[config.mk]
export PLATFORM = sky130hd
export DESIGN_NAME = ads41_ddr_tx
export DESIGN_NICKNAME = d
export VERILOG_FILES = /design/src/rtl/ads41_ddr_tx.sv
export SDC_FILE = /design/constraint.sdc
export NUM_CORES = 1
export LEC_CHECK = 0
export ABC_AREA = 1
export BUFFER_PORTS_ARGS = -buffer_cell sky130_fd_sc_hd__clkbuf_2
export CAP_MARGIN = 5
export CORE_MARGIN = 5
export CORE_UTILIZATION = 55
export DETAILED_ROUTE_END_ITERATION = 8
export HOLD_SLACK_MARGIN = 0.08
export PLACE_DENSITY = 0.75
export SYNTH_ARGS = -nofsm -noshare
export SYNTH_HDL_FRONTEND = slang
export SYNTH_SLANG_ARGS = --single-unit
[constraint.sdc]
create_clock -name clk -period 2 [get_ports clk]
set_input_delay 0.1 -clock clk [delete_from_list [all_inputs] [get_ports clk]]
set_output_delay 0.1 -clock clk [all_outputs]
set_load 0.05 [all_outputs]
[src/rtl/ads41_ddr_tx.sv]
// ADS41 DDR LVDS transmit model: FIFO-fed or pattern-generated words split into
// rising (even bits) / falling (odd bits) half-words for per-pin ODDRs.
module ads41_ddr_tx #(
  parameter int          NBITS         = 12,
  parameter logic [15:0] FLIP_PN       = 16'h0000,
  parameter int          FIFO_DEPTH    = 4,
  parameter int          TRAIN_LEN     = 64,
  parameter logic [15:0] TRAIN_PATTERN = 16'h0A5C
) (
  input  logic               clk,
  input  logic               rst,
  input  logic               enable,
  input  logic [1:0]         mode,
  input  logic               train_start,
  input  logic [NBITS-1:0]   din,
  input  logic               din_ovr,
  input  logic               din_valid,
  output logic               din_ready,
  output logic [NBITS/2-1:0] q_rise,
  output logic [NBITS/2-1:0] q_fall,
  output logic               ovr_out,
  output logic               busy,
  output logic               underflow,
  input  logic               underflow_clr
);

  localparam int HB = NBITS / 2;
  localparam int AW = $clog2(FIFO_DEPTH);
  localparam int CW = $clog2(TRAIN_LEN + 1);
  localparam logic [NBITS-1:0] PAT  = TRAIN_PATTERN[NBITS-1:0];
  localparam logic [HB-1:0]    FLIP = FLIP_PN[HB-1:0];
  localparam logic [CW-1:0]    CNT_INIT = CW'(TRAIN_LEN - 1);

  typedef enum logic [1:0] {IDLE, TRAIN, RUN} state_t;

  state_t           state_q, state_d;
  logic [CW-1:0]    cnt_q, cnt_d;
  logic [NBITS-1:0] w_q, w_d;
  logic             ovr_q, ovr_d;
  logic [NBITS-1:0] ramp_q, ramp_d;
  logic             tog_q, tog_d;
  logic             ph_q, ph_d;
  logic             uf_q, uf_d;

  logic [NBITS:0]   mem_q [FIFO_DEPTH];
  logic [AW:0]      wptr_q, rptr_q;
  logic             empty, full, wr_en, pop;
  logic [NBITS:0]   head;

  assign empty = (wptr_q == rptr_q);
  assign full  = (wptr_q[AW] != rptr_q[AW]) &&
                 (wptr_q[AW-1:0] == rptr_q[AW-1:0]);
  assign wr_en = din_valid & ~full;
  assign head  = mem_q[rptr_q[AW-1:0]];

  assign din_ready = ~full;
  assign ovr_out   = ovr_q;
  assign busy      = (state_q == TRAIN);
  assign underflow = uf_q;

  always_comb begin
    for (int i = 0; i < HB; i++) begin
      q_rise[i] = w_q[2*i]   ^ FLIP[i];
      q_fall[i] = w_q[2*i+1] ^ FLIP[i];
    end
  end

  always_ff @(posedge clk) begin
    if (wr_en) mem_q[wptr_q[AW-1:0]] <= {din_ovr, din};
  end

  always_ff @(posedge clk or posedge rst) begin
    if (rst) begin
      wptr_q <= '0;
      rptr_q <= '0;
    end else begin
      if (wr_en) wptr_q <= wptr_q + 1'b1;
      if (pop)   rptr_q <= rptr_q + 1'b1;
    end
  end

  always_ff @(posedge clk or posedge rst) begin
    if (rst) begin
      state_q <= IDLE;
      cnt_q   <= '0;
      w_q     <= '0;
      ovr_q   <= 1'b0;
      ramp_q  <= '0;
      tog_q   <= 1'b0;
      ph_q    <= 1'b0;
      uf_q    <= 1'b0;
    end else begin
      state_q <= state_d;
      cnt_q   <= cnt_d;
      w_q     <= w_d;
      ovr_q   <= ovr_d;
      ramp_q  <= ramp_d;
      tog_q   <= tog_d;
      ph_q    <= ph_d;
      uf_q    <= uf_d;
    end
  end

  always_comb begin
    state_d = state_q;
    cnt_d   = cnt_q;
    w_d     = w_q;
    ovr_d   = ovr_q;
    ramp_d  = ramp_q;
    tog_d   = tog_q;
    ph_d    = ph_q;
    uf_d    = uf_q & ~underflow_clr;
    pop     = 1'b0;
    if (train_start) begin
      state_d = TRAIN;
      cnt_d   = CNT_INIT;
      ovr_d   = 1'b0;
      // a restart inside TRAIN keeps the alternation phase
      if (state_q == TRAIN) begin
        w_d  = ph_q ? ~PAT : PAT;
        ph_d = ~ph_q;
      end else begin
        w_d  = PAT;
        ph_d = 1'b1;
      end
    end else begin
      unique case (state_q)
        IDLE: begin
          w_d   = '0;
          ovr_d = 1'b0;
          if (enable) begin
            state_d = RUN;
            ramp_d  = '0;
            tog_d   = 1'b0;
          end
        end
        TRAIN: begin
          ovr_d = 1'b0;
          if (cnt_q == '0) begin
            w_d = '0;
            if (enable) begin
              state_d = RUN;
              ramp_d  = '0;
              tog_d   = 1'b0;
            end else begin
              state_d = IDLE;
            end
          end else begin
            cnt_d = cnt_q - 1'b1;
            w_d   = ph_q ? ~PAT : PAT;
            ph_d  = ~ph_q;
          end
        end
        RUN: begin
          if (!enable) begin
            state_d = IDLE;
            w_d     = '0;
            ovr_d   = 1'b0;
          end else begin
            unique case (mode)
              2'd0: begin
                if (!empty) begin
                  pop   = 1'b1;
                  w_d   = head[NBITS-1:0];
                  ovr_d = head[NBITS];
                end else begin
                  uf_d = 1'b1;
                end
              end
              2'd1: begin
                w_d    = ramp_q;
                ovr_d  = 1'b0;
                ramp_d = ramp_q + 1'b1;
              end
              2'd2: begin
                w_d   = PAT;
                ovr_d = 1'b0;
              end
              default: begin
                w_d   = {NBITS{tog_q}};
                ovr_d = 1'b0;
                tog_d = ~tog_q;
              end
            endcase
          end
        end
        default: state_d = IDLE;
      endcase
    end
  end

endmodule

**Yosys cells after proc, flatten, opt, wreduce, memory -nomap -nowiden**

Memories as Yosys holds them, arrays and structs flattened.
Cells that the tools add are included.

- Divide/modulo/power cells: 0
- Eq/ne operators: 16
- Bitwise gates (word level): 7
- $add $sub $neg: 4
- Reductions and logical operators: 16
- Multipliers: 0
- Shift-type cells: 0
- Magnitude comparators: 0
- Mux-type cells: 48

Operators by type and width:

| operator | number |
|---|---|
| $mux 12 | 10 |
| $pmux 12 s3 | 3 |
| $mux 1 | 24 |
| $mux 7 | 3 |
| $add 12x1->12 const B | 1 |
| $mux 2 | 5 |
| $reduce_and 5->1 | 2 |
| $logic_not 7->1 | 1 |
| $sub 7x1->7 const B | 1 |
| $add 3x1->3 const B | 2 |
| $ne 2x2->1 const B | 3 |
| $ne 3x3->1 const B | 2 |
| $pmux 2 s3 | 1 |
| $reduce_and 2->1 | 3 |
| $reduce_bool 3->1 | 2 |
| $ne 5x5->1 const B | 1 |
| $not 1->1 | 5 |
| $eq 2x1->1 const B | 2 |
| $eq 2x2->1 const B | 2 |
| $logic_not 2->1 | 2 |
| $ne 2x1->1 const B | 2 |
| $reduce_bool 4->1 | 1 |
| $eq 3x3->1 | 1 |
| $ne 3x2->1 const B | 1 |
| other kinds (10) | 11 |

- Input port bits: 21
- Memories kept: 1
- Bits in latches: 0
- Logic and storage cells: 102
- Memory bits (read-only): 0
- Bits in writable memories: 52
- Output and inout bits: 16
- Register bits: 43

Memory list:

| memory | depth | width | rd ports | clocked after Yosys merged registers in | wr ports | RTL line | RTL |
|---|---|---|---|---|---|---|---|
| mem_q | 4 | 13 | 1 | 0 | 1 | 45 | `logic [NBITS:0] mem_q [FIFO_DEPTH];` |

**Longest topological paths before layout**

- Word-level depth: 7
- Gate-level depth with buffers: 11
- Depth with buffers taken out: 10

**Worst setup path after synthesis**

Ideal clock, no wire load.

- Path type: flip-flop to flip-flop
- Start: register rptr_q[0]
- End: memory mem_q[0][0] (netlist name), enable pin
- Period minus slack after synthesis: 2.296 ns
- Path buffers: 1
- Setup time: 0.382 ns
- Arrival time: 1.913 ns
- Slack: -0.296 ns
- Data required time: 1.618 ns
- Stages on the path, launching flop included: 7
- Path through: dfrtp_1 buf_2 xor2_1 nor2_1 nand2_1 nand2_2 nor2_1

- Word-level cells in the longest chain between the ends: 6

RTL lines:

| what | RTL line | RTL |
|---|---|---|
| start: declaration | 46 | `logic [AW:0] wptr_q, rptr_q;` |
| start signal: assignment | 78 | `if (pop) rptr_q <= rptr_q + 1'b1;` |
| $eq 2x2->1 | 52 | `(wptr_q[AW-1:0] == rptr_q[AW-1:0]);` |
| $logic_and 1x1->1 | 51 | `assign full = (wptr_q[AW] != rptr_q[AW]) &&` |
| $not 1->1 | - |  |
| via din_ready | 18 | `output logic din_ready,` |
| $and 1x1->1 | 53 | `assign wr_en = din_valid & ~full;` |
| $mux 1 | 69 | `if (wr_en) mem_q[wptr_q[AW-1:0]] <= {din_ovr, din};` |
| $mux 1 (not written as such) | 69 |  |
| end: declaration | 45 |  |

The timed path passes the listed nets, and every way through them passes these cells.

**Worst setup path in the final report**

- Start: register state_q[1]
- End: register w_q[7]

- Word-level cells in the longest chain between the ends: 3
- Elaborated cells between the ends (all ways): 9
- Classes of those cells: 3 x eq/ne; 3 x mux; 3 x reduce/logical

RTL lines:

| what | RTL line | RTL |
|---|---|---|
| start: declaration | 36 | `state_t state_q, state_d;` |
| start signal: assignment | 93 | `state_q <= state_d;` |
| $eq 2x2->1, or another cell as far along | 127 | `unique case (state_q)` |
| $ne 5x5->1 (no line), or another cell as far along | - |  |
| $reduce_and 2->1 (no line) / $mux 12 (equally long branches) | - |  |
| end signal: assignment | 95 | `w_q <= w_d;` |
| end: declaration | 38 | `logic [NBITS-1:0] w_q, w_d;` |

Several ways; a longest one is shown, not always the timed one.
A chain may end at the register's enable or synchronous reset.

==> impl_results.md <==
- Status: finished clean
- Maxcap violations: 0
- Min-Delay Path Class: input pin to flop
- Reg-to-Reg Start: state_q[1]
- Layout cells sized above 1: 15.3%
- Rows: 33
- Register share of total power: 40.7%
- Hold Crit Depth: 2
- Die Area: slightly above 10000 sq um
- DR WL/cell: 14.9 um
- Dpl ws: around 0.20 ns
- FF+latch count, synth: 95
- CTS tree: done
- Worst slew pin tran: approximately 0.55 ns
- Cell Area, Synth: 4610 sq um
- Pwr dens: roughly 1300 nW/um^2
- Fin Clk Skew: roughly 0.011 ns
- Cts repair resizes: 0
- Vias in the first global route: between 3000 and 4000
- NetSw: 2930 uW
- Initial Util: between 50% and 60%
- Family with the most delay on the worst path: simple AND/OR/NAND/NOR gates
- Seq/Total Area, Yosys: around 57%
- Max stage delay on crit path: roughly 0.42 ns
- CP most frequent cell: inv_1
- Sw Share: between 40% and 50%
- Initial antenna violation count: 0
- Crit path capture type: flop
- Setup ws final: roughly 0.15 ns
- CTS H-tree lvls: 3
- Nets: 588
- Critical-path cell list: inv_1 -> ha_1 -> inv_1 -> nand4_1 -> nand2_2 -> nor2_1 -> a21oi_1
- Clock buffer count from CTS: 9
- CP endpoint: w_q[7]
- Vias: 3552
- Final Max Slew Viols: 0
- Multi-input logic area: 1730 sq um
- Cell count of the worst reg-to-reg path: 7
- Clk pwr share: between 10% and 20%
- Core box area: about 8200 sq um
- Clk_lat worst skew: about 0.35 ns
- CTS Sinks: 95
- Grt total ovfl: 0
- CTS Buffer Depth: 2
- Mapped Cells: about 500
- CP Class: flop to flop
- Final hold vios: 0
- Levels on crit path: 7
- Critical R2R Capture: w_q[7]
- Slowest CP cell: dfrtp_1
- DR iter-0 viols: about 190
- FMAX: between 0.5 and 0.6 GHz
- Io pins: 37
- Die W: 102 um
- Die Height: roughly 100 um
- Setup TNS Final: 0 ns
- Sequential cell area: 2640 sq um
- IO Port Bufs: 36
- Drt first pass iters: 6
- Post-synth cell types: 33
- Crit start category: flop
- Pleak: between 0.002 and 0.0025 uW
- RSZ-0062 raised after global routing: false
- Critical Path AT: a little over 2 ns
- Total wire length: slightly below 10000 um
- ANT cells: 0
- Max_slew headroom: a little over three fifths
- R2R Setup Slk: 0.15 ns
- Synth Warn #: 0
- Max VDD drop: just under 0.6 mV
- Synth Area per Inst: between 9 and 10 sq um
- Hpwl dp: a little under 7000 um
- Syn Nets: between 500 and 600
- Filler cells: roughly 660
- Final Cycle Share: between 90% and 100%
- First-pass GRT wire length: approximately 16000 um
- CTS Root Cell: clkbuf_8
- Comb pwr share: slightly above 40%
- Internal cell power: between 4000 and 5000 uW
- Final GP Congestion: 0.868
- Final min period: approximately 1.8 ns
- Worst setup path startpoint: state_q[1]
- Final setup viols: 0
- Utilization after layout: 64.9%
- Largest net degree at the start of global routing: 44
- Antenna-violating nets left: 0
- Buf/Inv on CP: 2
- CTS clock-pin slew for the worst setup and hold paths: approximately 0.09 ns
- Crit path max fanout: 6
- Syn-to-layout area delta: 15.2%
- Total GRT Usage: 20.5%
- DRC violations left: 0
- Worst endpoint required time: roughly 2.2 ns
- Vias per inst: around 5.3
## layout make-up
cell class	instances	share of cell area, %
tap	105	2.48
clock inverter	5	1.18
clock buffer	11	2.66
sequential	95	49.7
timing repair buffer	63	8.63
multi-input combinational	347	32.5
inverter	40	2.85
## registers in the layout, indices dropped and copies added (netlist names), 2 cells and up
name,cells
w_q,12
mem_q,52
ramp_q,12
rptr_q,3
wptr_q,3
cnt_q,7
state_q,2
## power by group through the flow
stage / combinational (uW) / clock, uW / sequential, uW
2_1_floorplan: 1680 / 0 / 3230
3_3_place_gp: 2740 / 0 / 2870
3_5_place_dp: 2830 / 0 / 2880
4_1_cts: 2860 / 1310 / 2840
5_1_grt: 3150 / 1400 / 2890
6_report: 2850 / 1300 / 2840
## cells in the final DEF (no fill, tap or decap), drive strengths merged
| master | instances |
|---|---|
| nand4 | 3 |
| a21oi | 20 |
| o21ai | 28 |
| inv | 40 |
| xnor2 | 2 |
| nor3b | 1 |
| edfxtp | 52 |
| ha | 11 |
| buf | 12 |
| clkinv | 2 |
| dfrtp | 43 |
| a41oi | 1 |
| clkbuf | 47 |
| nand2 | 158 |
| xor2 | 13 |
| dlygate4sd3 | 15 |
| bufinv | 1 |
| o31ai | 1 |
| nor3 | 5 |
| nand3 | 40 |
| o22ai | 1 |
| nor2 | 59 |
| a22oi | 1 |
| clkinvlp | 2 |
| nand3b | 3 |
## Yosys cell counts (all sizes together)
master / number / area share (%)
nor3b: 1 / 0.41
nand3b: 3 / 0.49
inv: 39 / 3.2
clkbuf: 1 / 0.081
nor2: 59 / 5.4
o22ai: 1 / 0.14
dfrtp: 43 / 23
nand4: 3 / 0.41
a21oi: 20 / 2.2
buf: 14 / 2.2
a41oi: 1 / 0.19
xor2: 13 / 2.5
nand2: 158 / 13
nand3: 40 / 4.5
o31ai: 1 / 0.16
nor3: 5 / 0.54
xnor2: 2 / 0.38
ha: 11 / 3.0
edfxtp: 52 / 34
a22oi: 1 / 0.16
o21ai: 28 / 3.5
clkinv: 1 / 0.11
## layer usage
layer | GRT usage (%) | vias up | share of wire [%]
li1 | - | 1740 | -
met2 | 36.3 | 111 | 51
met3 | 4.20 | 20 | 5.1
met4 | 7.57 | 0 | 2.0
met1 | 24.6 | 1681 | 42
met5 | 0 | - | 0
## stage by stage
stage / cells / hold slack (ns) / power (uW) / cell area (sq um)
global route: 666 / 0.112 / 7430 / 5310
detailed placement: 635 / 0.248 / 5710 / 4950
finish: 666 / 0.104 / 6990 / 5310
global placement: 635 / 0.239 / 5610 / 4950
CTS: 666 / 0.109 / 7020 / 5310
floorplan: 497 / 0.196 / 4910 / 4620
## cells by family (layout without fill, tap and decap cells)
| kind of cell | count (synthesis) | count (layout) | share of synthesized area (%) |
|---|---|---|---|
| AND/OR/NAND/NOR | 269 | 269 | 25.0 |
| flip-flops | 95 | 95 | 57.2 |
| buffers and inverters | 55 | 119 | 5.59 |
| AO/OA/AOI/OAI | 52 | 52 | 6.35 |
| XOR/XNOR | 15 | 15 | 2.85 |
| adder cells (fa/ha/maj) | 11 | 11 | 2.99 |
## timing repair
item | in CTS | in global routing
hold buffers | 15 | 0
hold endpoints to repair | 96 | 0
buffers inserted | 0 | 0
## worst min path at each step
stage,to,from
after CTS,state_q[1],train_start
after global placement,w_q[2],rst
after global routing,state_q[1],train_start
after floorplan,underflow,underflow_clr
after detailed placement,w_q[2],rst
final,state_q[1],train_start
Power figures use the tool's default switching activity.
